### src/rtl/cbc_dec_chain.sv
// CBC decrypt chaining around a decipher core: m_valid one cycle after dec_done, one block in flight, s_ready low until output taken.
// Optional CBC_DEC_CHAIN_BYPASS_EN adds a per-block bypass input selecting raw (ECB) core output.
`timescale 1ns/1ps
module cbc_dec_chain #(
    parameter int BLK_S = 128,
    parameter int CNT_W = 32
) (
    input  logic             clk,
    input  logic             reset,
    input  logic             iv_load,
    input  logic [BLK_S-1:0] iv_in,
    input  logic [BLK_S-1:0] s_blk,
    input  logic             s_valid,
    output logic             s_ready,
    output logic             dec_en,
    output logic [BLK_S-1:0] dec_ct,
    input  logic [BLK_S-1:0] dec_pt,
    input  logic             dec_done,
    output logic [BLK_S-1:0] m_blk,
    output logic             m_valid,
    input  logic             m_ready,
    output logic [CNT_W-1:0] blk_cnt,
`ifdef CBC_DEC_CHAIN_BYPASS_EN
    input  logic             bypass,
`endif
    output logic             seq_err
);

    typedef enum logic [1:0] {
        IDLE = 2'b00,
        BUSY = 2'b01,
        HOLD = 2'b10,
        BAD  = 2'b11
    } state_t;

    state_t           r_state;
    state_t           w_state_nxt;
    logic             w_accept;
    logic             w_capture;
    logic             w_release;
    logic             w_flush;
    logic             w_iv_load;
    logic [BLK_S-1:0] w_pt_out;

    logic [BLK_S-1:0] r_chain;
    logic [BLK_S-1:0] r_cur_ct;
    logic [BLK_S-1:0] r_dec_ct;
    logic [BLK_S-1:0] r_m_blk;
    logic [CNT_W-1:0] r_blk_cnt;
    logic             r_dec_en;
    logic             r_m_valid;
    logic             r_seq_err;
`ifdef CBC_DEC_CHAIN_BYPASS_EN
    logic             r_byp;
`endif

    always_comb begin
        w_state_nxt = r_state;
        w_accept    = 1'b0;
        w_capture   = 1'b0;
        w_release   = 1'b0;
        w_flush     = 1'b0;
        case (r_state)
            IDLE: begin
                if (s_valid) begin
                    w_accept    = 1'b1;
                    w_state_nxt = BUSY;
                end
            end
            BUSY: begin
                if (dec_done) begin
                    w_capture   = 1'b1;
                    w_state_nxt = HOLD;
                end
            end
            HOLD: begin
                if (m_ready) begin
                    w_release   = 1'b1;
                    w_state_nxt = IDLE;
                end
            end
            default: begin
                w_flush     = 1'b1;
                w_state_nxt = IDLE;
            end
        endcase
    end

    assign w_iv_load = iv_load && (r_state == IDLE);

`ifdef CBC_DEC_CHAIN_BYPASS_EN
    assign w_pt_out = r_byp ? dec_pt : (dec_pt ^ r_chain);
`else
    assign w_pt_out = dec_pt ^ r_chain;
`endif

    always_ff @(posedge clk) begin
        if (reset) begin
            r_state   <= IDLE;
            r_chain   <= '0;
            r_cur_ct  <= '0;
            r_dec_ct  <= '0;
            r_m_blk   <= '0;
            r_blk_cnt <= '0;
            r_dec_en  <= 1'b0;
            r_m_valid <= 1'b0;
            r_seq_err <= 1'b0;
`ifdef CBC_DEC_CHAIN_BYPASS_EN
            r_byp     <= 1'b0;
`endif
        end else begin
            r_state  <= w_state_nxt;
            r_dec_en <= w_accept;
            // IV load and acceptance may coincide; the accepted block chains on the new IV
            if (w_iv_load) begin
                r_chain <= iv_in;
            end
            if (w_accept) begin
                r_cur_ct <= s_blk;
                r_dec_ct <= s_blk;
`ifdef CBC_DEC_CHAIN_BYPASS_EN
                r_byp    <= bypass;
`endif
            end
            if (w_capture) begin
                r_m_blk   <= w_pt_out;
                r_chain   <= r_cur_ct;
                r_m_valid <= 1'b1;
            end
            if (w_release || w_flush) begin
                r_m_valid <= 1'b0;
            end
            if (w_iv_load) begin
                r_blk_cnt <= '0;
            end else if (w_release) begin
                r_blk_cnt <= r_blk_cnt + 1'b1;
            end
            if (dec_done && (r_state != BUSY)) begin
                r_seq_err <= 1'b1;
            end
        end
    end

    // Held low through the reset cycle so nothing is accepted while resetting
    assign s_ready = (r_state == IDLE) && !reset;
    assign dec_en  = r_dec_en;
    assign dec_ct  = r_dec_ct;
    assign m_blk   = r_m_blk;
    assign m_valid = r_m_valid;
    assign blk_cnt = r_blk_cnt;
    assign seq_err = r_seq_err;

endmodule
### config.mk
export PLATFORM = sky130hd
export DESIGN_NAME = cbc_dec_chain
export DESIGN_NICKNAME = d
export VERILOG_FILES = /design/src/rtl/cbc_dec_chain.sv
export SDC_FILE = /design/constraint.sdc
export NUM_CORES = 1
export LEC_CHECK = 0
export CAP_MARGIN = 15
export CORE_AREA = 2 2 263 265
export CTS_BUF_LIST = sky130_fd_sc_hd__clkbuf_4
export CTS_CLUSTER_DIAMETER = 60
export CTS_CLUSTER_SIZE = 14
export DETAILED_ROUTE_END_ITERATION = 12
export DIE_AREA = 0 0 265 267
export SYNTH_ARGS = -nofsm -noshare
export SYNTH_HDL_FRONTEND = slang
export SYNTH_SLANG_ARGS = --single-unit
### constraint.sdc
create_clock -name clk -period 2 [get_ports clk]
set_input_delay 0.5 -clock clk [delete_from_list [all_inputs] [get_ports clk]]
set_output_delay 0.5 -clock clk [all_outputs]
set_load 0.03 [all_outputs]
After elaboration in Yosys (flattened, before gate mapping)
Index checks and enable logic that the tools add are counted.

$add $sub $neg: 1. $mul: 0. Divide/modulo/power cells: 0. Order comparisons: 0. Equality and inequality tests: 6. Shift-type cells: 0. Multiplexer cells: 13. Bitwise logic cells: 1. Reduce and logical (&&, ||, !) cells: 11.

Operator list (count): 128-bit 2-to-1 mux (2); 128-bit XOR (1); 32-bit by 1-bit adder with 32-bit output (second input constant) (1); 1-bit 2-to-1 mux (7); 2-bit 2-to-1 mux (3); 2-bit inequality test (second input constant) (3); 2-bit one-hot mux with 3 select lines (1); 2-bit OR reduction (2); 1-bit logical AND (3); 3-bit AND reduction (1); 3-bit OR reduction (1); 2-bit by 1-bit equality test with 1-bit output (second input constant) (1); 2-bit equality test (second input constant) (1); 2-bit logical NOT (1); 2-bit by 1-bit inequality test with 1-bit output (second input constant) (1); 2-bit nonzero test (1); 1-bit logical NOT (1); 1-bit logical OR (1).

Register bits: 421. Bits in latches: 0. Memory bits (writable): 0. Bits in read-only memories: 0. Input bits: 390. Output and inout bits: 292. Word-level logic and storage cells: 40. Memories: 0.

Logic depth before layout (Yosys ltp)
Gate-level depths: netlist of the first run.

Depth after elaboration: 5. Gate-level depth with buffers: 7. Gate-level depth less buffers: 5.

Worst setup path after synthesis of the first run
OpenSTA, ideal clock, no wires.

Path type: reg2reg. From: register r_blk_cnt[0] (netlist: blk_cnt[0]). To: register r_blk_cnt[18] (netlist: blk_cnt[18]). Library setup time: 135 ps. Data arrival time: 2112 ps. Required time: 1865 ps. Setup slack: -248 ps. Stages on the path, launching flop included: 8. Path buffers: 2. Period minus slack after synthesis: 2248 ps. Path through: dfxtp_1 > ha_1 > nand4b_1 > or4_1 > clkbuf_1 > clkbuf_1 > o311ai_0 > o41ai_1.

Word-level cells in the longest chain between the ends: 1.

Ends and longest elaborated chain: start: declaration (line 49) `logic [CNT_W-1:0] r_blk_cnt;`; start signal: assignment (line 136) `r_blk_cnt <= r_blk_cnt + 1'b1;`; 32-bit by 1-bit adder with 32-bit output (line 136).

No other way between the ends. A chain may end at the register's enable or synchronous reset.

Worst setup path after layout of the first run
From: register r_state[1]. To: output port s_ready.

Word-level cells in the longest chain between the ends: 2.

Ends and longest elaborated chain: start: declaration (line 36) `state_t r_state;`; start signal: assignment (line 112) `r_state <= w_state_nxt;`; 2-bit logical NOT (line 145) `assign s_ready = (r_state == IDLE) && !reset;`; 1-bit logical AND (line 145); end: declaration (line 14) `output logic s_ready,`.

No other way between the ends.

==> results of run 1 <==
routing by layer:
metal,global-route usage (%),vias to the layer above
met3,5.09,131
met4,5.85,16
met1,22.8,7906
li1,-,8407
met2,31.5,485
met5,0,-
critical path, delay by kind of cell (launching register included):
kind / cells / cell delay, ps
flip-flops: 1 / 360
AND/OR/NAND/NOR: 1 / 220
buffers and inverters: 2 / 290
cell families (layout without fill, tap and decap cells):
group / count (synthesis) / in the layout / share of synthesized area (%)
compound gates: 425 / 425 / 17.7
other cells: 0 / 6 / 0
flops: 421 / 421 / 50.2
buf+inv: 175 / 932 / 3.96
xor+xnor: 139 / 139 / 7.26
fa+ha+maj: 1 / 1 / 0.0746
simple gates: 864 / 864 / 20.5
mux: 4 / 4 / 0.239
final timing paths:
kind | to | slack (ps) | cells after the start
max | s_ready | -180 | 3
min reg2reg | r_chain[127] | 440 | 2
max reg2reg | r_chain[76] | 30 | 9
min | m_valid | -90 | 2
synth_stat cells, types with 2 or more instances:
library cell	instances
or4_1	12
and4_1	2
buf_2	6
o21ai_0	7
dfxtp_1	421
o41ai_1	4
o31ai_1	8
a211oi_1	128
or3_1	14
xnor2_1	135
nor3_1	5
a21oi_1	146
inv_1	7
and2_1	2
nor4_1	3
nand4_2	2
clkbuf_1	157
nand4b_1	2
buf_1	5
nand2_1	524
o311ai_0	4
a311oi_1	128
nand3_1	9
xor2_1	4
nand2b_1	2
mux2i_1	4
nand4_1	7
or2_2	2
nor2_1	273
power groups by stage:
| stage | sequential (uW) | combinational [uW] | clock (uW) |
|---|---|---|---|
| 2_1_floorplan | 10200 | 1630 | 0 |
| 3_3_place_gp | 9640 | 4520 | 0 |
| 3_5_place_dp | 9650 | 4550 | 0 |
| 4_1_cts | 9440 | 4410 | 5200 |
| 5_1_grt | 9530 | 4780 | 5510 |
| 6_report | 9450 | 4430 | 4940 |
sequential cells by signal, indices dropped and copies added (netlist names):
signal	count
dec_en	1
m_blk	128
seq_err	1
r_chain	128
m_valid	1
blk_cnt	32
r_state	2
dec_ct	128
timing repair:
item,in CTS,in global routing
hold endpoints to repair,10,7
cloned,0,3
buffers inserted,40,7
resized for setup,1801,98
pin swaps,1,12
endpoints found under the setup margin,295,110
stage by stage:
| stage | cell area [um2] | util (%) | power (uW) |
|---|---|---|---|
| 2_1_floorplan | 16800 | - | 11800 |
| 4_1_cts | 25700 | 37.9 | 19100 |
| 3_5_place_dp | 25500 | 37.5 | 14200 |
| 6_report | 26200 | 38.6 | 18800 |
| 5_1_grt | 26200 | 38.6 | 19800 |
| 3_3_place_gp | 25500 | 37.5 | 14200 |
cell type report:
cell class                 instances  area, um2  share of cell area (%)
sequential                       421       8660                    33.0
timing repair buffer             851       7920                    30.2
tap                              882       1100                    4.21
clock inverter                    25        254                   0.968
inverter                           7       26.3                   0.100
antenna                            6       15.0                  0.0572
multi-input combinational       1433       7890                    30.1
clock buffer                      49        368                    1.40
==> results_dict.tcl, run 1 <==
set metrics [dict create \
    irDropWorstVdd_uv 489 \
    clock_skew_ps 112 \
    cp_cell_sequence "buf_8, nor3_4, buf_6" \
    highest_layer "met5" \
    crit_start "r_state[1]" \
    fin_crit_sh_pct 109 \
    slew_headroom_pct 69.6 \
    cap_violations 0 \
    htreeDepth 2 \
    wl_met3_um 5030 \
    first_global_vias 15900 \
    grt_pass1_wl_um 101000 \
    ys_ff_latch 421 \
    drt_iter0_markers 913 \
    final_cells 3674 \
    yosys_warnings 0 \
    hp-start "reset" \
    p_comb_share_pct 23.5 \
    cp_max_fo 3 \
    place_hpwl_um 51900 \
    wl_met2_um 34000 \
    area_growth_pct 56.3 \
    io_buffers 681 \
    die_x_um 265 \
    ctsLongestPathBuffers 3 \
    min_path_type "input port to flip-flop" \
    wire_per_inst_um 19.0 \
    tightest_slew_ps 457 \
    synth-seq-area-share_pct 50.2 \
    grt_usage_pct 18.6 \
    synthTopCellsByArea "dfxtp_1, nand2_1, xnor2_1, a311oi_1, nor2_1" \
    start_util_pct 24.7 \
    clkLatencyLatePin_ps 830 \
    final_common_cell "nand2_1" \
    yosysTopAreaCell "dfxtp_1" \
    slew_violations 0 \
    antenna_found_initial 14 \
    setup_tns_ps -177 \
    leakagePower_uw 0.0101 \
    endpoint_kind "output port" \
    maxClockFrequency_mhz 459 \
    synth_top_area_share_pct 50.2 \
    synthCells 2029 \
    drive_gt1_share_pct 24.6 \
    timing.hold.ws_ps -90.0 \
    vias 16900 \
    grt.overflow.total 0 \
    setup_violations 1 \
    wirelength_met1_um 28900 \
    drt-total-wl_um 69800 \
    layout_common_cells "nand2_1, clkdlybuf4s50_1, dfxtp_1, nor2_1, buf_4" \
    drcViolationCount 0 \
    pwr_density_cell_nw_per_um2 717 \
    grt_max_degree 89 \
    crit_type "flip-flop to output port" \
    power.internal_uw 12800 \
    status "finished, violations left" \
    r2r_start "r_state[0]" \
    cp_slowest_cell "dfxtp_2" \
    viasPerCell 4.61 \
    synth-async-reset-ratio_pct 0 \
    numCtsBuffers 44 \
    rsz0062_at_grt "true" \
    rows 96 \
    critPathMaxStageDelay_ps 360 \
    cts.sinks 421 \
    die-area_um2 70800 \
    crit_required_ps 1500 \
    cts_hold_buf 3 \
    dp.cells 3547 \
    cts_tree "yes" \
    cts.clk_slew.worst_paths_ps 160 \
    synth_flop_cell "dfxtp_1" \
    power.share.sequential_pct 50.2 \
    first_pass_iters 5 \
    drtAntennaViolNets 0 \
    clkPwrFrac_pct 26.2 \
    fillers 7107 \
    synthDistinctLibCells 35 \
    violations "hold timing, setup timing" \
    p_switching_uw 6050 \
    timing.final.ws_setup_ps -177 \
    syn-cell-area_um2 16800 \
    routabilityCongestion 0.879 \
    hold_viol 6 \
    switching_share_pct 32.1 \
    die_h_um 267 \
    synth_edf_count 0 \
    crit_path_start_kind "flip-flop" \
    fin_crit_ps 2180 \
    synth_nets 2420 \
    ios 682 \
    cp.arrival_ps 1680 \
    nNetsFinal 3149 \
    pre_cts_ws_ps -479 \
    coreArea_um2 68000 \
    synth_area_per_cell_um2 8.27 \
    clock-root-buffer "clkbuf_4" \
]
Note: power is estimated with default switching activity, not from simulation.
==> run 2: changes to the inputs <==
CORE_AREA = 10 10 256 258   (was 2 2 263 265)
DIE_AREA = 0 0 266 268   (was 0 0 265 267)
RECOVER_POWER = 50   (was default)
==> run 2 against run 1 <==
The run ends with setup timing left. Worst setup slack better by 41 ps. Critical path depth stayed put. Die area up 0.75%. Sequential power is essentially flat. Final area decreased by 2.0%.
==> results_dict.tcl, run 2 (synthesized netlist as in run 1, its figures left out) <==
set metrics [dict create \
    rsz0062_at_grt "true" \
    place_hpwl_um 56900 \
    die_x_um 266 \
    p_switching_uw 5980 \
    drive_gt1_share_pct 23.0 \
    clock-root-buffer "clkbuf_4" \
    numCtsBuffers 43 \
    grt_pass1_wl_um 107000 \
    antenna_found_initial 14 \
    drtAntennaViolNets 0 \
    drcViolationCount 0 \
    wire_per_inst_um 20.8 \
    clkPwrFrac_pct 26.6 \
    first_pass_iters 5 \
    rows 90 \
    fin_crit_sh_pct 107 \
    first_global_vias 16800 \
    grt_max_degree 125 \
    ctsLongestPathBuffers 3 \
    fin_crit_ps 2140 \
    drt_iter0_markers 1106 \
    endpoint_kind "output port" \
    slew_violations 0 \
    power.internal_uw 12900 \
    setup_violations 3 \
    cap_violations 0 \
    timing.hold.ws_ps 116 \
    clock_skew_ps 73.3 \
    die_h_um 268 \
    grt.overflow.total 0 \
    area_growth_pct 53.3 \
    drt-total-wl_um 74000 \
    viasPerCell 4.80 \
    final_util_pct 42.8 \
    routabilityCongestion 0.868 \
    start_util_pct 27.9 \
    slew_headroom_pct 45.1 \
    vias 17100 \
    htreeDepth 2 \
    crit_required_ps 1500 \
    min_path_type "input port to flip-flop" \
    p_comb_share_pct 23.3 \
    die-area_um2 71300 \
    switching_share_pct 31.6 \
    status "finished, violations left" \
    cts.sinks 421 \
    nNetsFinal 3126 \
    cp_max_fo 2 \
    leakagePower_uw 0.00998 \
    irDropWorstVdd_uv 513 \
    violations "setup timing" \
    pre_cts_ws_ps -597 \
    cts.clk_slew.worst_paths_ps 140 \
    cp.arrival_ps 1640 \
    grt_usage_pct 19.5 \
    coreArea_um2 60100 \
    crit_type "flip-flop to output port" \
    hold_viol 0 \
    maxClockFrequency_mhz 468 \
    cts_tree "yes" \
    final_common_cell "nand2_1" \
    clkLatencyLatePin_ps 810 \
    layout_common_cells "nand2_1, clkdlybuf4s50_1, dfxtp_1, nor2_1, buf_4" \
    ios 682 \
    power.share.sequential_pct 50.1 \
    crit_path_start_kind "flip-flop" \
    io_buffers 681 \
    timing.final.ws_setup_ps -135 \
    tightest_slew_ps 821 \
    pwr_density_cell_nw_per_um2 735 \
]
-- run 2: worst paths after layout --
check	startpoint	end	slack, ps	depth (start not counted)
max	r_state[0]	s_ready	-140	3
min	reset	blk_cnt[30]	120	3
max reg2reg	r_state[1]	blk_cnt[24]	-40	6
min reg2reg	m_valid	m_valid	470	2
-- run 2: timing repair --
item                                    CTS  global route
pin swaps                                 1             9
gates cloned                              0             1
buffers inserted                         19             4
setup endpoints to repair               302            38
endpoints found under the hold margin    16             0
hold buffers                              5             0
resized for setup                      1788            31
-- run 2: per-stage QoR --
stage	power (uW)	instances	instance area, um2	setup TNS (ps)
2_1_floorplan	11800	2029	16800	0
3_3_place_gp	14100	3448	25300	-58210
3_5_place_dp	14200	3448	25300	-64770
4_1_cts	19200	3539	25500	-449
5_1_grt	19900	3557	25700	-1010
6_report	18900	3558	25700	-192
-- run 2: worst max-delay path, stage by stage (launching register included) --
cell	delay, ps
dfxtp_2	360
buf_6	120
nor3_4	190
buf_6	160
-- run 2: layout make-up --
cell class                 instances  area (um2)
clock inverter                    24         288
fill                            6045       34400
multi-input combinational       1433        7870
timing repair buffer             829        7560
inverter                           7        26.3
clock buffer                      48         360
sequential                       421        8600
tap                              782         978
antenna                           14        35.0
-- run 2: power by group through the flow --
stage / clock (uW) / sequential, uW / combinational, uW
after global placement: 0 / 9630 / 4510
final: 5040 / 9480 / 4400
after floorplan: 0 / 10200 / 1630
after detailed placement: 0 / 9660 / 4560
after global routing: 5560 / 9550 / 4740
after CTS: 5270 / 9470 / 4420
-- run 2: metal layers --
metal	up-vias	wire, um	global-route usage, %
met3	134	4420	4.36
met2	548	37300	33.9
li1	8382	-	-
met4	2	2990	8.88
met5	-	13	0
met1	8022	29300	22.6
==> run 3: changes to the inputs <==
clock period = 2.1 ns   (was 2 ns; I/O delays follow)
==> run 3 against run 2 <==
The flow still finishes with violations (setup timing). Final area fell by 3.6%. Worst setup slack improved by 130 ps. Global-route usage rose by 0.32 points. Final cell count fell by 0.93%. Non-clock buffer count fell by 31. Critical path depth rose by 4. Register-to-register slack improved by 30 ps. Combinational power fell by 8.0%. Sequential cell count did not move. Sequential power fell by 4.6%. Worst hold slack improved by 150 ps.
==> results_dict.tcl, run 3 (synthesized netlist as in run 1, its figures left out) <==
set metrics [dict create \
    status "finished, violations left" \
    violations "setup timing" \
    vias 17100 \
    pwr_density_cell_nw_per_um2 704 \
    grt_pass1_wl_um 109000 \
    drt-total-wl_um 74300 \
    htreeDepth 2 \
    cts.sinks 421 \
    die_x_um 266 \
    maxClockFrequency_mhz 474 \
    slew_violations 0 \
    grt_max_degree 173 \
    layout_common_cells "nand2_1, dfxtp_1, clkdlybuf4s50_1, nor2_1, buf_2" \
    start_util_pct 27.9 \
    wl_met3_um 4510 \
    power.total_uw 17400 \
    slew_headroom_pct 36.0 \
    grt.overflow.total 0 \
    cts.clk_slew.worst_paths_ps 140 \
    cp_max_fo 41 \
    timing.hold.ws_ps 269 \
    coreArea_um2 60100 \
    setup_violations 2 \
    fin_crit_ps 2110 \
    crit_required_ps 2790 \
    endpoint_kind "flip-flop" \
    wire_per_inst_um 21.1 \
    final_common_cell "nand2_1" \
    routabilityCongestion 0.891 \
    grt_usage_pct 19.8 \
    first_global_vias 16800 \
    die-area_um2 71300 \
    cts_tree "yes" \
    ctsLongestPathBuffers 3 \
    first_pass_iters 5 \
    irDropWorstVdd_uv 463 \
    clock-root-buffer "clkbuf_4" \
    cap_violations 0 \
    cp.arrival_ps 2800 \
    timing.final.ws_setup_ps -8.36 \
    crit_type "flip-flop to flip-flop" \
    die_h_um 268 \
    leakagePower_uw 0.00948 \
    tightest_slew_ps 960 \
    rows 90 \
    io_buffers 681 \
    rsz0062_at_grt "true" \
    clock_skew_ps 44.0 \
    wl_met2_um 38100 \
    crit_path_start_kind "flip-flop" \
    drt_iter0_markers 1234 \
    viasPerCell 4.84 \
    area_growth_pct 47.8 \
    highest_layer "met5" \
    wirelength_met1_um 29500 \
    drtAntennaViolNets 0 \
    drcViolationCount 0 \
    clkLatencyLatePin_ps 770 \
    antenna_found_initial 15 \
    nNetsFinal 3094 \
    drive_gt1_share_pct 18.9 \
    fin_crit_sh_pct 100 \
    hold_viol 0 \
    place_hpwl_um 57800 \
    numCtsBuffers 42 \
    ios 682 \
    min_path_type "input port to flip-flop" \
]
-- run 3: cell types whose count changed in the layout (fill, tap and decap cells not counted), sizes merged --
cell / before / now
buf: 433 / 320
clkdlybuf4s15: 0 / 63
clkbuf: 51 / 68
clkdlybuf4s18: 0 / 6
dlygate4sd3: 5 / 1
bufinv: 5 / 2
diode: 14 / 16
clkinv: 12 / 13
clkinvlp: 3 / 2
inv: 11 / 10
-- run 3: power breakdown --
group	internal, uW	leakage, uW	switching, uW
Sequential	8570	0.00347	463
Combinational	1820	0.00570	2230
Clock	1420	0.000313	2950
-- run 3: timing repair --
item / 4_1_cts / 5_1_grt
resized for setup: 1325 / 65
hold buffers: 1 / 0
endpoints found under the setup margin: 293 / 43
setup buffers: 5 / 0
pin swaps: 1 / 1
endpoints found under the hold margin: 7 / 0
-- run 3: stage by stage --
step | instances | worst slack (ps) | area, um2 | setup TNS (ps) | util [%]
after floorplan | 2029 | 3.32 | 16800 | 0 | -
final | 3525 | -8.36 | 24800 | -11.7 | 41.2
after global routing | 3522 | -149 | 24800 | -3230 | 41.2
after detailed placement | 3435 | -458 | 25200 | -26250 | 41.9
after global placement | 3435 | -441 | 25200 | -20460 | 41.9
after CTS | 3509 | -133 | 25000 | -133 | 41.6
-- run 3: layout make-up --
class	instances	area, um2
clock buffer	48	360
sequential	421	8470
fill	6170	35300
tap	782	978
inverter	7	26.3
clock inverter	20	186
multi-input combinational	1433	7740
timing repair buffer	798	7000
antenna	16	40.0
-- run 3: final timing paths --
check | start | endpoint | slack [ps] | depth (start not counted)
min | reset | dec_en | 270 | 4
min reg2reg | dec_ct[36] | dec_ct[36] | 480 | 2
max reg2reg | r_state[0] | dec_ct[67] | -8 | 7
max | r_state[0] | dec_ct[67] | -8 | 7
-- run 3: layer usage --
metal  up-vias  track usage, %
met1      8112            23.3
met2       532            34.6
li1       8325               -
met5         -               0
met4         2            7.72
met3        98            4.44
-- run 3: worst max-delay path, stage by stage (launching register included) --
cell and delay (ps):
dfxtp_2 350, buf_6 110, buf_4 160, nor2_1 230, and2_4 210, clkbuf_4 480
nand2_1 240, a21oi_1 180
